===== config.mk =====
export PLATFORM = sky130hd
export DESIGN_NAME = sync_c1tx_fifo
export DESIGN_NICKNAME = d
export VERILOG_FILES = /design/src/rtl/sync_c1tx_fifo.sv
export SDC_FILE = /design/constraint.sdc
export NUM_CORES = 1
export LEC_CHECK = 0
export CORE_UTILIZATION = 61
export CTS_BUF_LIST = sky130_fd_sc_hd__clkbuf_16
export DETAILED_ROUTE_END_ITERATION = 12
export PLACE_DENSITY_LB_ADDON = 0.25
export REMOVE_ABC_BUFFERS = 1
export SYNTH_ARGS = -nofsm -noshare
export SYNTH_HDL_FRONTEND = slang
export SYNTH_SLANG_ARGS = --single-unit

===== constraint.sdc =====
create_clock -name clk -period 29.2 [get_ports clk]
set_clock_uncertainty 0.1 [all_clocks]
set_input_delay 7.3 -clock clk [delete_from_list [all_inputs] [get_ports clk]]
set_output_delay 7.3 -clock clk [all_outputs]
set_load 0.01 [all_outputs]

===== src/rtl/sync_c1tx_fifo.sv =====
// -----------------------------------------------------------------------------
// sync_c1tx_fifo
//   Single-clock FIFO that buffers CCI-P Tx-side records (data word plus an
//   optional control sideband) ahead of arbitration onto a shared Tx channel.
//   Status flags are combinational from the registered state (T0). Popped data
//   appears on T2_fifo_dout two clocks after the read acknowledge (T2).
//
// Optional build macro: SYNC_FIFO_ASSERT_EN
//   When defined, a simulation-only checker is compiled in. It stops the run
//   on any overflow/underflow pulse and checks count/pointer consistency every
//   clock. Synthesized logic is identical with or without the macro.
//
// Ports:
//   clk               in   clock, all state on rising edge
//   reset             in   synchronous, active-high reset
//   fifo_din          in   write data                      [DATA_WIDTH]
//   fifo_ctlin        in   write control sideband          [max(CTL_WIDTH,1)]
//   fifo_wen          in   write enable
//   fifo_rdack        in   pop acknowledge for head entry
//   T2_fifo_dout      out  popped data, 2 clocks after rdack
//   T0_fifo_ctlout    out  head-entry control (0 when CTL_WIDTH == 0)
//   T0_fifo_dout_v    out  head entry present
//   T0_fifo_empty     out  count == 0
//   T0_fifo_full      out  count == D
//   T0_fifo_count     out  occupancy 0..D                 [DEPTH_BASE2+1]
//   T0_fifo_almFull   out  count >= D - FULL_THRESH
//   T0_fifo_underflow out  rdack while empty (1-cycle pulse)
//   T0_fifo_overflow  out  wen while full without rdack (1-cycle pulse)
// -----------------------------------------------------------------------------

`ifdef SYNC_FIFO_ASSERT_EN
// Simulation-only consistency checker bound into the FIFO top.
module sync_c1tx_fifo_chk #(
  parameter int DEPTH_BASE2 = 3
) (
  input logic                   clk,
  input logic                   reset,
  input logic                   i_overflow,
  input logic                   i_underflow,
  input logic [DEPTH_BASE2-1:0] i_wptr,
  input logic [DEPTH_BASE2-1:0] i_rptr,
  input logic [DEPTH_BASE2:0]   i_count
);
  localparam int D = 1 << DEPTH_BASE2;

  logic [31:0]            r_cycle;
  logic [DEPTH_BASE2-1:0] w_diff;

  assign w_diff = i_wptr - i_rptr;

  // Cycle counter used to timestamp reported errors.
  always_ff @(posedge clk) begin
    if (reset) begin
      r_cycle <= 32'd0;
    end else begin
      r_cycle <= r_cycle + 32'd1;
    end
  end

  // Error pulse trap and count/pointer consistency check.
  always @(posedge clk) begin
    if (!reset) begin
      if (i_overflow) begin
        $display("%m: overflow at cycle %0d", r_cycle);
        $fatal(1, "%m: overflow");
      end
      if (i_underflow) begin
        $display("%m: underflow at cycle %0d", r_cycle);
        $fatal(1, "%m: underflow");
      end
      if (32'(i_count) > 32'(D)) begin
        $fatal(1, "%m: count %0d exceeds depth at cycle %0d", i_count, r_cycle);
      end
      // Equal pointers are ambiguous; the count must then be 0 or D.
      if (i_count[DEPTH_BASE2-1:0] != w_diff) begin
        $fatal(1, "%m: count %0d != pointer difference %0d at cycle %0d",
               i_count, w_diff, r_cycle);
      end
    end
  end
endmodule
`endif

module sync_c1tx_fifo #(
  parameter int DATA_WIDTH  = 64,
  parameter int CTL_WIDTH   = 0,
  parameter int DEPTH_BASE2 = 3,
  parameter int GRAM_MODE   = 3,
  parameter int FULL_THRESH = 2,
  localparam int CW = (CTL_WIDTH > 0) ? CTL_WIDTH : 1
) (
  input  logic                   clk,
  input  logic                   reset,
  input  logic [DATA_WIDTH-1:0]  fifo_din,
  input  logic [CW-1:0]          fifo_ctlin,
  input  logic                   fifo_wen,
  input  logic                   fifo_rdack,
  output logic [DATA_WIDTH-1:0]  T2_fifo_dout,
  output logic [CW-1:0]          T0_fifo_ctlout,
  output logic                   T0_fifo_dout_v,
  output logic                   T0_fifo_empty,
  output logic                   T0_fifo_full,
  output logic [DEPTH_BASE2:0]   T0_fifo_count,
  output logic                   T0_fifo_almFull,
  output logic                   T0_fifo_underflow,
  output logic                   T0_fifo_overflow
);
  localparam int                   D       = 1 << DEPTH_BASE2;
  localparam logic [DEPTH_BASE2:0] L_DEPTH = (DEPTH_BASE2+1)'(D);
  localparam logic [DEPTH_BASE2:0] L_ALM   = (DEPTH_BASE2+1)'(D - FULL_THRESH);
  // Storage style hint only; it does not change behaviour or latency.
  localparam logic [31:0]          L_GRAM  = GRAM_MODE;

  logic [DATA_WIDTH-1:0]  r_mem_data [D];
  logic [DEPTH_BASE2-1:0] r_wptr;
  logic [DEPTH_BASE2-1:0] r_rptr;
  logic [DEPTH_BASE2:0]   r_count;
  logic                   r_t1_v;
  logic [DATA_WIDTH-1:0]  r_t1_data;
  logic [DATA_WIDTH-1:0]  r_t2_data;

  logic w_empty;
  logic w_full;
  logic w_wr_acc;
  logic w_rd_acc;
  logic w_unused_sink;

  assign w_empty  = (r_count == {(DEPTH_BASE2+1){1'b0}});
  assign w_full   = (r_count == L_DEPTH);
  // A write into a full FIFO is still accepted when the head is popped in the
  // same cycle: the popped slot is the one being overwritten, and its old
  // contents are captured into T1 on the same edge.
  assign w_wr_acc = !reset && fifo_wen && (!w_full || fifo_rdack);
  assign w_rd_acc = !reset && fifo_rdack && !w_empty;

  assign T0_fifo_empty     = w_empty;
  assign T0_fifo_dout_v    = !w_empty;
  assign T0_fifo_full      = w_full;
  assign T0_fifo_count     = r_count;
  assign T0_fifo_almFull   = (r_count >= L_ALM);
  assign T0_fifo_overflow  = !reset && fifo_wen && w_full && !fifo_rdack;
  assign T0_fifo_underflow = !reset && fifo_rdack && w_empty;
  assign T2_fifo_dout      = r_t2_data;

  // Data storage array; no reset needed since occupancy is tracked by count.
  always_ff @(posedge clk) begin
    if (w_wr_acc) begin
      r_mem_data[r_wptr] <= fifo_din;
    end
  end

  generate
    if (CTL_WIDTH > 0) begin : g_ctl
      logic [CW-1:0] r_mem_ctl [D];

      // Control sideband storage, written alongside the data word.
      always_ff @(posedge clk) begin
        if (w_wr_acc) begin
          r_mem_ctl[r_wptr] <= fifo_ctlin;
        end
      end

      assign T0_fifo_ctlout = r_mem_ctl[r_rptr];
      assign w_unused_sink  = L_GRAM[0];
    end else begin : g_noctl
      assign T0_fifo_ctlout = {CW{1'b0}};
      assign w_unused_sink  = ^{fifo_ctlin, L_GRAM[0]};
    end
  endgenerate

  // Write/read pointers and occupancy count.
  always_ff @(posedge clk) begin
    if (reset) begin
      r_wptr  <= {DEPTH_BASE2{1'b0}};
      r_rptr  <= {DEPTH_BASE2{1'b0}};
      r_count <= {(DEPTH_BASE2+1){1'b0}};
    end else begin
      if (w_wr_acc) begin
        r_wptr <= r_wptr + DEPTH_BASE2'(1);
      end
      if (w_rd_acc) begin
        r_rptr <= r_rptr + DEPTH_BASE2'(1);
      end
      case ({w_wr_acc, w_rd_acc})
        2'b10:   r_count <= r_count + (DEPTH_BASE2+1)'(1);
        2'b01:   r_count <= r_count - (DEPTH_BASE2+1)'(1);
        default: r_count <= r_count;
      endcase
    end
  end

  // Two-stage read pipeline: head captured into T1, then moved to T2 output.
  // T2 only updates when T1 holds a fresh pop, so it holds between reads.
  always_ff @(posedge clk) begin
    if (reset) begin
      r_t1_v    <= 1'b0;
      r_t1_data <= {DATA_WIDTH{1'b0}};
      r_t2_data <= {DATA_WIDTH{1'b0}};
    end else begin
      r_t1_v <= w_rd_acc;
      if (w_rd_acc) begin
        r_t1_data <= r_mem_data[r_rptr];
      end
      if (r_t1_v) begin
        r_t2_data <= r_t1_data;
      end
    end
  end

`ifdef SYNC_FIFO_ASSERT_EN
  sync_c1tx_fifo_chk #(
    .DEPTH_BASE2 (DEPTH_BASE2)
  ) u_chk (
    .clk         (clk),
    .reset       (reset),
    .i_overflow  (T0_fifo_overflow),
    .i_underflow (T0_fifo_underflow),
    .i_wptr      (r_wptr),
    .i_rptr      (r_rptr),
    .i_count     (r_count)
  );
`endif

endmodule


After elaboration in Yosys (flattened, before gate mapping) --
Memory sizes are Yosys's and may differ from the RTL's. A register that Yosys moved wholly into a read port is not among the register bits. Cells that the tools add are included.
Storage, ports and cells: flip-flop bits (word level) 75, memories 1, RAM bits 512, word-level logic and storage cells 31, input bits 69
Memory list:
- r_mem_data | depth 8, width 64, rd ports 1, clocked after memory_dff 1, wr ports 1, line 114 | logic [DATA_WIDTH-1:0] r_mem_data [D];
Operators by class: mux-type cells 3, magnitude comparators 1, equal/unequal tests 3, reduce and logical (&&, ||, !) cells 14, $add $sub $neg 4
Operator list (count):
- $pmux 4 s2 | 1
- $logic_and 1x1->1 | 7
- $add 3x1->3 const B | 2
- $add 4x1->4 const B | 1
- $eq 4x4->1 const B | 1
- $ge 4x3->1 const B | 1
- $logic_not 1->1 | 4
- $logic_not 4->1 | 1
- $sub 4x1->4 const B | 1
- $eq 2x1->1 const B | 1
- $eq 2x2->1 const B | 1
- $mux 1 | 2
- $reduce_bool 2->1 | 1
- $logic_or 1x1->1 | 1

Depth between registers and ports, before layout --
Gate-level depths: netlist (run 1).
depth after elaboration 6, depth in mapped cells 12, depth with buffers taken out 10

Worst setup path before layout (run 1) --
No wires, ideal clock.
path kind input -> output, start input reset, end output T0_fifo_underflow, slack 13.969 ns, cell stages on the path 3, data arrival time 7.831 ns, cell sequence clkbuf_1 > nand2b_1 > nor2_1
On the way: longest elaborated chain between the ends 3
RTL lines:
- start: declaration | line 93 | input logic reset,
- $logic_not 1->1 | line 142 | assign T0_fifo_underflow = !reset && fifo_rdack && w_empty;
- $logic_and 1x1->1 (2 in a row) | line 142
- end: declaration | line 105 | output logic T0_fifo_underflow,
Every way passes these cells.

Worst setup path after layout (run 1) --
start input fifo_rdack, end output T0_fifo_overflow
On the way: longest elaborated chain between the ends 2
RTL lines:
- start: declaration | line 97 | input logic fifo_rdack,
- $logic_not 1->1 | line 141 | assign T0_fifo_overflow = !reset && fifo_wen && w_full && !fifo_rdack;
- $logic_and 1x1->1 | line 141
- end: declaration | line 106 | output logic T0_fifo_overflow
Every way passes these cells.

==> results of run 1 <==
-- routing by layer --
metal | GRT usage (%) | routed length [um] | part of all wire [%]
met1 | 33.8 | 19100 | 41
met2 | 39.6 | 23700 | 50
met3 | 4.72 | 3380 | 7.2
met4 | 7.55 | 801 | 1.7
met5 | 0 | 56 | 0.12
-- power breakdown --
| group | switching (mW) | leakage [nW] | internal [mW] |
|---|---|---|---|
| Sequential | 0.0146 | 5.75 | 1.02 |
| Clock | 0.315 | 0.939 | 0.397 |
| Combinational | 0.0571 | 2.03 | 0.0582 |
-- critical path: cells and delay by family --
family | cells | cell delay, ns
AND/OR/NAND/NOR | 2 | 0.51
buffers and inverters | 2 | 1.03
-- flip-flops by register name (all words and copies together) (netlist names) --
register / count
r_mem_data: 512
T2_fifo_dout: 64
r_t1_data: 64
T0_fifo_count: 4
r_rptr: 3
r_wptr: 3
r_t1_v: 1
-- synth_stat cells --
library cell | count | share of area [%]
sky130_fd_sc_hd__or3_1 | 2 | 0.052
sky130_fd_sc_hd__buf_1 | 9 | 0.14
sky130_fd_sc_hd__nor2_2 | 1 | 0.026
sky130_fd_sc_hd__nand3b_1 | 1 | 0.031
sky130_fd_sc_hd__nor2_1 | 77 | 1.2
sky130_fd_sc_hd__inv_1 | 1 | 0.016
sky130_fd_sc_hd__conb_1 | 1 | 0.016
sky130_fd_sc_hd__buf_6 | 8 | 0.38
sky130_fd_sc_hd__a21o_1 | 1 | 0.031
sky130_fd_sc_hd__dfxtp_1 | 139 | 12
sky130_fd_sc_hd__nand2_1 | 6 | 0.094
sky130_fd_sc_hd__nor3_1 | 4 | 0.084
sky130_fd_sc_hd__nor3b_1 | 65 | 2.0
sky130_fd_sc_hd__and2_4 | 1 | 0.037
sky130_fd_sc_hd__clkinv_4 | 1 | 0.037
sky130_fd_sc_hd__nand4b_1 | 1 | 0.037
sky130_fd_sc_hd__clkbuf_1 | 43 | 0.68
sky130_fd_sc_hd__or2_2 | 1 | 0.026
sky130_fd_sc_hd__buf_2 | 12 | 0.25
sky130_fd_sc_hd__xor2_1 | 5 | 0.18
sky130_fd_sc_hd__or4_4 | 1 | 0.047
sky130_fd_sc_hd__nand3_1 | 2 | 0.042
sky130_fd_sc_hd__a221o_1 | 64 | 2.7
sky130_fd_sc_hd__o22a_1 | 1 | 0.037
sky130_fd_sc_hd__xnor2_1 | 2 | 0.073
sky130_fd_sc_hd__mux2i_1 | 65 | 2.7
sky130_fd_sc_hd__nor4_1 | 2 | 0.052
sky130_fd_sc_hd__nand2b_1 | 3 | 0.079
sky130_fd_sc_hd__nor2b_1 | 2 | 0.052
sky130_fd_sc_hd__o21ai_0 | 4 | 0.084
sky130_fd_sc_hd__mux4_2 | 128 | 12
sky130_fd_sc_hd__or4b_2 | 1 | 0.042
sky130_fd_sc_hd__ha_1 | 5 | 0.26
sky130_fd_sc_hd__mux2_2 | 1 | 0.047
sky130_fd_sc_hd__o211ai_1 | 1 | 0.031
sky130_fd_sc_hd__a21oi_1 | 4 | 0.084
sky130_fd_sc_hd__nand4bb_1 | 1 | 0.047
sky130_fd_sc_hd__nor3_2 | 1 | 0.042
sky130_fd_sc_hd__edfxtp_1 | 512 | 64
sky130_fd_sc_hd__buf_4 | 1 | 0.031
-- cell families (layout without fill, tap and decap cells) --
family                     after synthesis  after routing  synth area share (%)
AOI/OAI and AO/OA                       75             75                  2.95
xor gates and xnor gates                 7              7                 0.257
adders and majority gates                5              5                 0.262
buffers and inverters                   75            280                  1.53
DFF                                    651            651                  76.1
muxes                                  194            194                  14.9
other                                    1              3                0.0157
and+or+nand+nor                        172            172                  4.05
-- worst max-delay path by stage --
stage	start	end	slack, ns	depth (start not counted)
6_report	fifo_rdack	T0_fifo_overflow	12.96	4
3_5_place_dp	fifo_rdack	T0_fifo_overflow	12.97	4
4_1_cts	fifo_rdack	T0_fifo_overflow	12.97	4
2_1_floorplan	fifo_rdack	T0_fifo_overflow	14.00	2
3_3_place_gp	fifo_rdack	T0_fifo_overflow	12.97	4
5_1_grt	fifo_rdack	T0_fifo_overflow	12.90	4
-- final cells by class --
| cell class | instances | area [um^2] | area share, % |
|---|---|---|---|
| Multi-Input combinational cell | 454 | 5400 | 19.5 |
| Inverter | 2 | 12.5 | 0.0453 |
| Tap cell | 518 | 648 | 2.35 |
| Clock inverter | 50 | 246 | 0.892 |
| Sequential cell | 651 | 18200 | 65.8 |
| Antenna cell | 2 | 5.00 | 0.0181 |
| Timing Repair Buffer | 166 | 1600 | 5.78 |
| Clock buffer | 62 | 1550 | 5.62 |
-- through the flow --
step | cell area [um^2] | power, mW | setup WS (ns) | hold WS (ns) | util (%)
6_report | 27600 | 1.86 | 12.96 | 0.390 | 71.5
5_1_grt | 27600 | 1.92 | 12.90 | 0.411 | 71.5
4_1_cts | 27600 | 1.88 | 12.97 | 0.395 | 71.5
3_5_place_dp | 25800 | 1.17 | 12.97 | 0.379 | 66.8
3_3_place_gp | 25800 | 1.17 | 12.97 | 0.363 | 66.8
2_1_floorplan | 23500 | 1.13 | 14.00 | 0.356 | -
==> impl_results.md, run 1 <==
- Critical path peak fanout: 5
- Achievable Freq: around 60 MHz
- RSZ-0062 raised after global routing: false
- Die outline area: roughly 0.04 mm^2
- Max-slew violations: 0
- Sequential fraction of the synthesis area: between 70% and 80%
- Max-cap violations: 0
- Outcome: finished, final reports clean
- Total clock buffers created by CTS: 60
- Cts hold-fix bufs: 0
- Kind of critical path: primary input to output port
- Hold violation total from the final report: 0
- Post-Route Setup TNS: 0 ns
- Relative slew slack: a little over a quarter
- Number of library cell types mapped by synthesis: 40
- Total of warnings raised by yosys: 0
- PD cells: a little under 70 mW/mm^2
- Antenna violations before repair: 5
- Floorplan die height: between 150 and 200 um
- Post CTS Setup Buffer Count: 0
- Clock sinks: roughly 650
- Area growth, synth to finish: 15.8%
- Buffers added on ports: 141
- Share of post-route cells with drive strength above 1: 17.5%
- Non-Filler Instances: between 1.5k and 2k
- Crit-path cells: clkdlybuf4s50_1, or2_2, nor2_1, clkdlybuf4s50_1
- Final setup violating endpoints: 0
- Most frequent cell on the critical path: sky130_fd_sc_hd__clkdlybuf4s50_1
- Combined area of all synthesized cells: ~0.024 mm^2
- First-iteration detailed-routing DRC count: approximately 770
- Number of stages on the worst hold path: 2
- Top-level port count: roughly 140
- Longest individual stage delay on the worst path: between 0.5 and 0.6 ns
- Post-route fraction of the period consumed by the critical path: a little under three fifths
- Horizontal extent of the die: ~200 um
- Kind of start point of the critical path: primary input
- Clock tree from TritonCTS: built
- Initial Utilization: slightly above 60%
- HPWL Detailed: roughly 24000 um
- Slew at the pin closest to its max-slew limit: about 1.1 ns
- Via density: about 6.2
- Leakage power: slightly below 9 nW
- Hold Startpoint: r_t1_data[8]
- Gp weighted congestion: 0.682
- Largest net degree at the start of global routing: 71
- Net count reported at finish: roughly 1.4k
- Peak ir drop on the vdd network: 51.6 uV
- Largest buffer count on any clock path: 3
- Flip-flop and latch count after synthesis: 651
- Global-route wire length before repair: between 70000 and 80000 um
- Clock period minus final worst setup slack: 16.24 ns
- Core Area: between 0.03 and 0.04 mm^2
- Critical path's slowest cell: sky130_fd_sc_hd__clkdlybuf4s50_1
- Synth Instances: approximately 1.2k
- Final routed DRC violation total: 0
- Endpoint kind of the worst setup timing path: output port
- Most frequent cells in the layout: sky130_fd_sc_hd__edfxtp_1, sky130_fd_sc_hd__clkdlybuf4s50_1, sky130_fd_sc_hd__dfxtp_1
- Remaining antenna violation count after routing: 0
- Cell count after placement: roughly 1.8k
- CTS H-Tree Depth: 2
- Total GRT Usage: between 20% and 30%
- Filler Cells Inserted: approximately 2.3k
- Kind of path behind the tightest hold check: flop to flop
- CP arrival: 8.84 ns
- GRT Residual Overflow: 0
- Most common cell after layout, fill and taps aside: sky130_fd_sc_hd__edfxtp_1
- Row Count: 72
- DRT Pass-1 Iters: 5
- Critical register-to-register path endpoint: r_t1_data[3]
- Total via count in the routed design: between 10k and 15k
- RR Startpoint: T0_fifo_count[1]
- Clock transition at the registers of the reported paths: 0.06 ns
- Req. time, crit path: 21.80 ns
- Via count of the first global-routing pass: 11.9k
- Worst Reg2Reg Path Length in Cells: 6
- Sum of routed wire length over all layers: approximately 47000 um
- Min-Delay Endpoint: T2_fifo_dout[8]
- Mean Syn Cell Area: 20.2 um^2
- Register-to-Register Setup Slack: about 25 ns
- Average wire length per cell after detail routing: around 25 um
- Clock latency on the worst-skew pair: 0.61 ns
- Clock root buffer master: sky130_fd_sc_hd__clkbuf_16
- Count of instances resized after the clock tree is built: 0
(Power assumes the default switching activity.)
==> run 2: changes to the inputs <==
--- a/config.mk
+++ b/config.mk
@@ -5,7 +5,7 @@
 export SDC_FILE = /design/constraint.sdc
 export NUM_CORES = 1
 export LEC_CHECK = 0
-export CORE_UTILIZATION = 61
+export CORE_UTILIZATION = 53
 export CTS_BUF_LIST = sky130_fd_sc_hd__clkbuf_16
 export DETAILED_ROUTE_END_ITERATION = 12
 export PLACE_DENSITY_LB_ADDON = 0.25
==> constraint.sdc (replaced) <==
create_clock -name clk -period 14.3 [get_ports clk]
set_clock_uncertainty 0.1 [all_clocks]
set_input_delay 3.575 -clock clk [delete_from_list [all_inputs] [get_ports clk]]
set_output_delay 3.575 -clock clk [all_outputs]
set_load 0.01 [all_outputs]
==> impl_results.md, run 2 (synthesis gave the netlist of run 1 again) <==
- Total via count in the routed design: 11.7k
- Post CTS Setup Buffer Count: 0
- Max-cap violations: 0
- RSZ-0062 raised after global routing: false
- Largest net degree at the start of global routing: 74
- Post-Route Setup TNS: 0 ns
- Total clock buffers created by CTS: 66
- GRT Residual Overflow: 0
- First-iteration detailed-routing DRC count: 1007
- Core Area: around 0.044 mm^2
- Register with the most flip-flops: r_mem_data
- Final setup violating endpoints: 0
- Global-route wire length before repair: about 73000 um
- Sum of routed wire length over all layers: just under 50000 um
- Internal power summed over all cells: 3.15 mW
- Clock latency on the worst-skew pair: between 0.5 and 0.6 ns
- Remaining antenna violation count after routing: 0
- Initial Utilization: 53.9%
- Clock sinks: 651
- Non-Filler Instances: around 2.0k
- Post-route fraction of the period consumed by the critical path: about three fifths
- Final routed DRC violation total: 0
- Max-slew violations: 0
- Gp weighted congestion: just under 0.7
- Antenna violations before repair: 5
- Most frequent cell on the critical path: sky130_fd_sc_hd__clkdlybuf4s50_1
- Most common cell after layout, fill and taps aside: sky130_fd_sc_hd__edfxtp_1
- Kind of critical path: primary input to output port
- Critical path's slowest cell: sky130_fd_sc_hd__clkdlybuf4s50_1
- Wire length on met2: roughly 24000 um
- Net count reported at finish: 1412
- Count of instances resized after the clock tree is built: 0
- Reported net switching power: 0.824 mW
- CP arrival: ~5.1 ns
- Switching part of the total: about a fifth
- Count of buffering cells on the critical path with inverters included: 2
- Kind of start point of the critical path: primary input
- Peak ir drop on the vdd network: 73.5 uV
- Total GRT Usage: about 21%
- Share of post-route cells with drive strength above 1: a little under a fifth
- HPWL Detailed: around 24000 um
- Outcome: finished, final reports clean
- Die outline area: 0.0459 mm^2
- Clock period minus final worst setup slack: roughly 8.8 ns
- Sum of met3 wire segment lengths after detailed routing: 2640 um
- Horizontal extent of the die: 214 um
- Achievable Freq: around 110 MHz
- CTS H-Tree Depth: 3
- Leakage power: between 8 and 9 nW
- Floorplan die height: 214 um
- Setup slack after layout: between 5 and 6 ns
- Clock root buffer master: sky130_fd_sc_hd__clkbuf_16
- Combinational fraction of design power: roughly 5.9%
- PD cells: 142 mW/mm^2
- Cts hold-fix bufs: 0
- Clock transition at the registers of the reported paths: approximately 0.06 ns
- Row Count: 77
- Most frequent cells in the layout: sky130_fd_sc_hd__edfxtp_1, sky130_fd_sc_hd__clkdlybuf4s50_1, sky130_fd_sc_hd__dfxtp_1
- Overall power: a little under 4 mW
- Kind of path behind the tightest hold check: flop to flop
- Via density: 5.92
- Cell count after placement: about 1.9k
- DRT Pass-1 Iters: 5
- Hold violation total from the final report: 0
- Slew at the pin closest to its max-slew limit: approximately 1.1 ns
- Largest register FFs: just over 500
- Via count of the first global-routing pass: 12.2k
- Largest buffer count on any clock path: 3
- Req. time, crit path: about 11 ns
- Wire length the detailed router placed on met1: about 21000 um
- Critical path peak fanout: 5
- Area growth, synth to finish: 17.2%
- Clock tree from TritonCTS: built
- Buffers added on ports: between 100 and 150
- Top-level port count: around 140
- Share of power burned in the clock network: 40.8%
- Highest signal layer in the routed design: met5
- Endpoint kind of the worst setup timing path: output port
- Fraction of power consumed by sequential logic: between 50% and 60%
- Longest individual stage delay on the worst path: 0.56 ns
- Pre-CTS WS: ~5.5 ns
- Crit-path cells: clkdlybuf4s50_1, or2_2, nor2_1, clkdlybuf4s50_1
- Average wire length per cell after detail routing: ~24 um
- Relative slew slack: 25.2%
- Worst path top cell family by delay: buffers and inverters
## run 2: cell types whose count changed in the layout (fill, tap and decap cells not counted), sizes merged
cell      previous run  this run
clkinvlp             0         1
inv                 17        26
clkinv              33        20
buf                 26        23
clkbuf              62        71
bufinv               2         3
## run 2: worst register-to-register path, stage by stage (launching register included)
cell and delay [ns]:
sky130_fd_sc_hd__dfxtp_1 0.50, sky130_fd_sc_hd__or4_4 0.22, sky130_fd_sc_hd__clkinv_4 0.08, sky130_fd_sc_hd__nor2_4 0.69, sky130_fd_sc_hd__buf_4 0.79, sky130_fd_sc_hd__and2_4 1.04, sky130_fd_sc_hd__a221o_1 0.35
## run 2: routing by layer
metal / global-route usage [%] / up-vias
li1: - / 5131
met1: 29.5 / 6208
met2: 34.8 / 310
met4: 6.24 / 8
met5: 0 / -
met3: 4.38 / 76
## run 2: area by class of cell
class	instances	area (um^2)
clock buffer	71	1780
antenna	2	5.00
fill	3083	16400
tap	592	741
multi-input combinational	454	5400
inverter	2	12.5
clock inverter	48	283
sequential	651	18200
timing repair buffer	163	1570
## run 2: path summary, 6_finish.rpt
path	startpoint	end	slack (ns)	cells past startpoint
hold / removal	r_t1_data[20]	T2_fifo_dout[20]	0.39	2
setup reg to reg	T0_fifo_count[1]	r_t1_data[3]	10.49	6
hold reg to reg	r_t1_data[20]	T2_fifo_dout[20]	0.39	2
setup / recovery	fifo_rdack	T0_fifo_overflow	5.52	4
## run 2: power groups by stage
stage	Clock (mW)	Combinational [mW]	Sequential [mW]
6_report	1.62	0.233	2.12
5_1_grt	1.72	0.250	2.13
4_1_cts	1.65	0.237	2.12
3_5_place_dp	0	0.236	2.16
3_3_place_gp	0	0.231	2.16
2_1_floorplan	0	0.144	2.17
## run 2: per-stage QoR
step	hold WS, ns	instance area (um^2)	utilization (%)
after floorplan	0.356	23500	-
after global placement	0.365	25900	58.4
after detailed placement	0.379	25900	58.4
after CTS	0.394	28000	63.1
after global routing	0.415	28000	63.1
final	0.387	28000	63.1
==> run 3: changes to the inputs <==
--- a/config.mk
+++ b/config.mk
@@ -5,7 +5,7 @@
 export SDC_FILE = /design/constraint.sdc
 export NUM_CORES = 1
 export LEC_CHECK = 0
-export CORE_UTILIZATION = 53
+export CORE_UTILIZATION = 59
 export CTS_BUF_LIST = sky130_fd_sc_hd__clkbuf_16
 export DETAILED_ROUTE_END_ITERATION = 12
 export PLACE_DENSITY_LB_ADDON = 0.25
==> constraint.sdc (replaced) <==
create_clock -name clk -period 8.25 [get_ports clk]
set_clock_uncertainty 0.1 [all_clocks]
set_input_delay 2.0625 -clock clk [delete_from_list [all_inputs] [get_ports clk]]
set_output_delay 2.0625 -clock clk [all_outputs]
set_load 0.01 [all_outputs]
==> impl_results.md, run 3 (synthesis gave the netlist of run 1 again) <==
- Relative slew slack: a little under a quarter
- Net count reported at finish: about 1.4k
- Gp weighted congestion: around 0.72
- Req. time, crit path: 6.09 ns
- Largest buffer count on any clock path: 3
- Clock tree from TritonCTS: built
- Initial Utilization: approximately three fifths
- Sum of routed wire length over all layers: 49200 um
- Total GRT Usage: between 20% and 30%
- Count of buffering cells on the critical path with inverters included: 2
- Final standard cell area without fillers: roughly 0.028 mm^2
- Slew at the pin closest to its max-slew limit: approximately 1.2 ns
- Largest register FFs: around 500
- Total via count in the routed design: around 12k
- Total clock buffers created by CTS: between 60 and 70
- Critical path's slowest cell: sky130_fd_sc_hd__clkdlybuf4s50_1
- Floorplan die height: between 200 and 250 um
- Area growth, synth to finish: 17.3%
- Outcome: finished, final reports clean
- Final setup violating endpoints: 0
- DRT Pass-1 Iters: 5
- Post-route fraction of the period consumed by the critical path: between 70% and 80%
- Kind of critical path: primary input to output port
- Max-cap violations: 0
- Most frequent cells in the layout: sky130_fd_sc_hd__edfxtp_1, sky130_fd_sc_hd__clkdlybuf4s50_1, sky130_fd_sc_hd__dfxtp_1
- Overall power: ~7 mW
- Share of power burned in the clock network: between 40% and 50%
- CP arrival: approximately 3.7 ns
- Critical path peak fanout: 5
- Kind of start point of the critical path: primary input
- Buffers added on ports: about 140
- Clock transition at the registers of the reported paths: roughly 0.060 ns
- Crit-path cells: clkdlybuf4s50_1, or2_2, nor2_1, clkdlybuf4s50_1
- Clock period minus final worst setup slack: about 5.8 ns
- Antenna violations before repair: 1
- Setup slack after layout: 2.43 ns
- Clock sinks: around 650
- Post CTS Setup Buffer Count: 0
- Cell count after placement: around 1.8k
- Final Util: roughly 70%
- Clock root buffer master: sky130_fd_sc_hd__clkbuf_16
- Most common cell after layout, fill and taps aside: sky130_fd_sc_hd__edfxtp_1
- Clock latency on the worst-skew pair: about 0.62 ns
- Cts hold-fix bufs: 0
- GRT Residual Overflow: 0
- Horizontal extent of the die: around 200 um
- Worst path top cell family by delay: buffers and inverters
- Average wire length per cell after detail routing: around 26 um
- Largest net degree at the start of global routing: 86
- Via density: about 6.2
- Final routed DRC violation total: 0
- Global-route wire length before repair: around 74000 um
- Longest individual stage delay on the worst path: 0.55 ns
- First-iteration detailed-routing DRC count: 905
- Internal power summed over all cells: 5.63 mW
- CTS H-Tree Depth: 2
- Share of post-route cells with drive strength above 1: 18.9%
- Leakage power: ~9 nW
- Fraction of power consumed by sequential logic: a little over half
- Count of instances resized after the clock tree is built: 0
- Post-Route Setup TNS: 0 ns
- Placed cell area: ~0.026 mm^2
- Peak ir drop on the vdd network: roughly 190 uV
- Endpoint kind of the worst setup timing path: output port
- Kind of path behind the tightest hold check: flop to flop
- HPWL Detailed: around 24000 um
- RSZ-0062 raised after global routing: false
- Via count of the first global-routing pass: 12.2k
- Max-slew violations: 0
- Most frequent cell on the critical path: sky130_fd_sc_hd__clkdlybuf4s50_1
- Register with the most flip-flops: r_mem_data
- Row Count: 73
- Combinational fraction of design power: between 5 and 6%
- Pre-CTS WS: between 2 and 2.5 ns
- Remaining antenna violation count after routing: 0
- Reported net switching power: about 1.4 mW
- Non-Filler Instances: approximately 1.9k
- Core Area: 0.0398 mm^2
- Post-Route Hold Slack: around 0.4 ns
- Hold violation total from the final report: 0
- PD cells: ~250 mW/mm^2
- Die outline area: about 0.041 mm^2
- Top-level port count: between 100 and 150
- Achievable Freq: between 150 and 200 MHz
- Switching part of the total: between 20% and 30%
## run 3: cell count changes in the layout (fill, tap and decap cells not counted), moves of 2 or more
cell | before | now
sky130_fd_sc_hd__clkbuf_16 | 71 | 61
sky130_fd_sc_hd__clkinvlp_4 | 1 | 3
sky130_fd_sc_hd__clkinv_1 | 7 | 13
sky130_fd_sc_hd__inv_1 | 25 | 10
sky130_fd_sc_hd__buf_4 | 23 | 21
sky130_fd_sc_hd__bufinv_16 | 3 | 15
## run 3: power groups by stage
stage                     registers, mW  logic, mW  clock network [mW]
after CTS                          3.68      0.411                3.03
after detailed placement           3.74      0.409                   0
after global placement             3.74      0.398                   0
after global routing               3.68      0.435                3.15
final                              3.67      0.407                2.99
after floorplan                    3.76      0.249                   0
## run 3: final timing paths
path | startpoint | end | slack (ns) | depth (start not counted)
worst min register to register | T2_fifo_dout[56] | T2_fifo_dout[56] | 0.39 | 2
worst max-delay path | fifo_rdack | T0_fifo_overflow | 2.43 | 4
worst max register to register | T0_fifo_count[1] | T0_fifo_count[2] | 5.10 | 10
worst min-delay path | T2_fifo_dout[56] | T2_fifo_dout[56] | 0.39 | 2
## run 3: cell type report
cell class,instances,area (um^2)
clock inverters,54,637
clock buffers,61,1530
inverters,2,12.5
flip-flops and latches,651,18200
well taps,525,657
multi-input cells,454,5400
repair buffers,162,1580
fillers,2474,11800
diodes,1,2.50
## run 3: routing by layer
metal,global-route usage [%],up-vias,part of all wire (%)
met5,0,-,0
met4,7.06,0,1.9
met3,3.80,66,6.8
met2,40.2,443,50
met1,34.1,6217,42
li1,-,5126,-
## run 3: worst min-delay path: stages (launching register included)
cell,delay [ns]
sky130_fd_sc_hd__dfxtp_1,0.32
sky130_fd_sc_hd__mux2i_1,0.06
sky130_fd_sc_hd__nor2_1,0.07
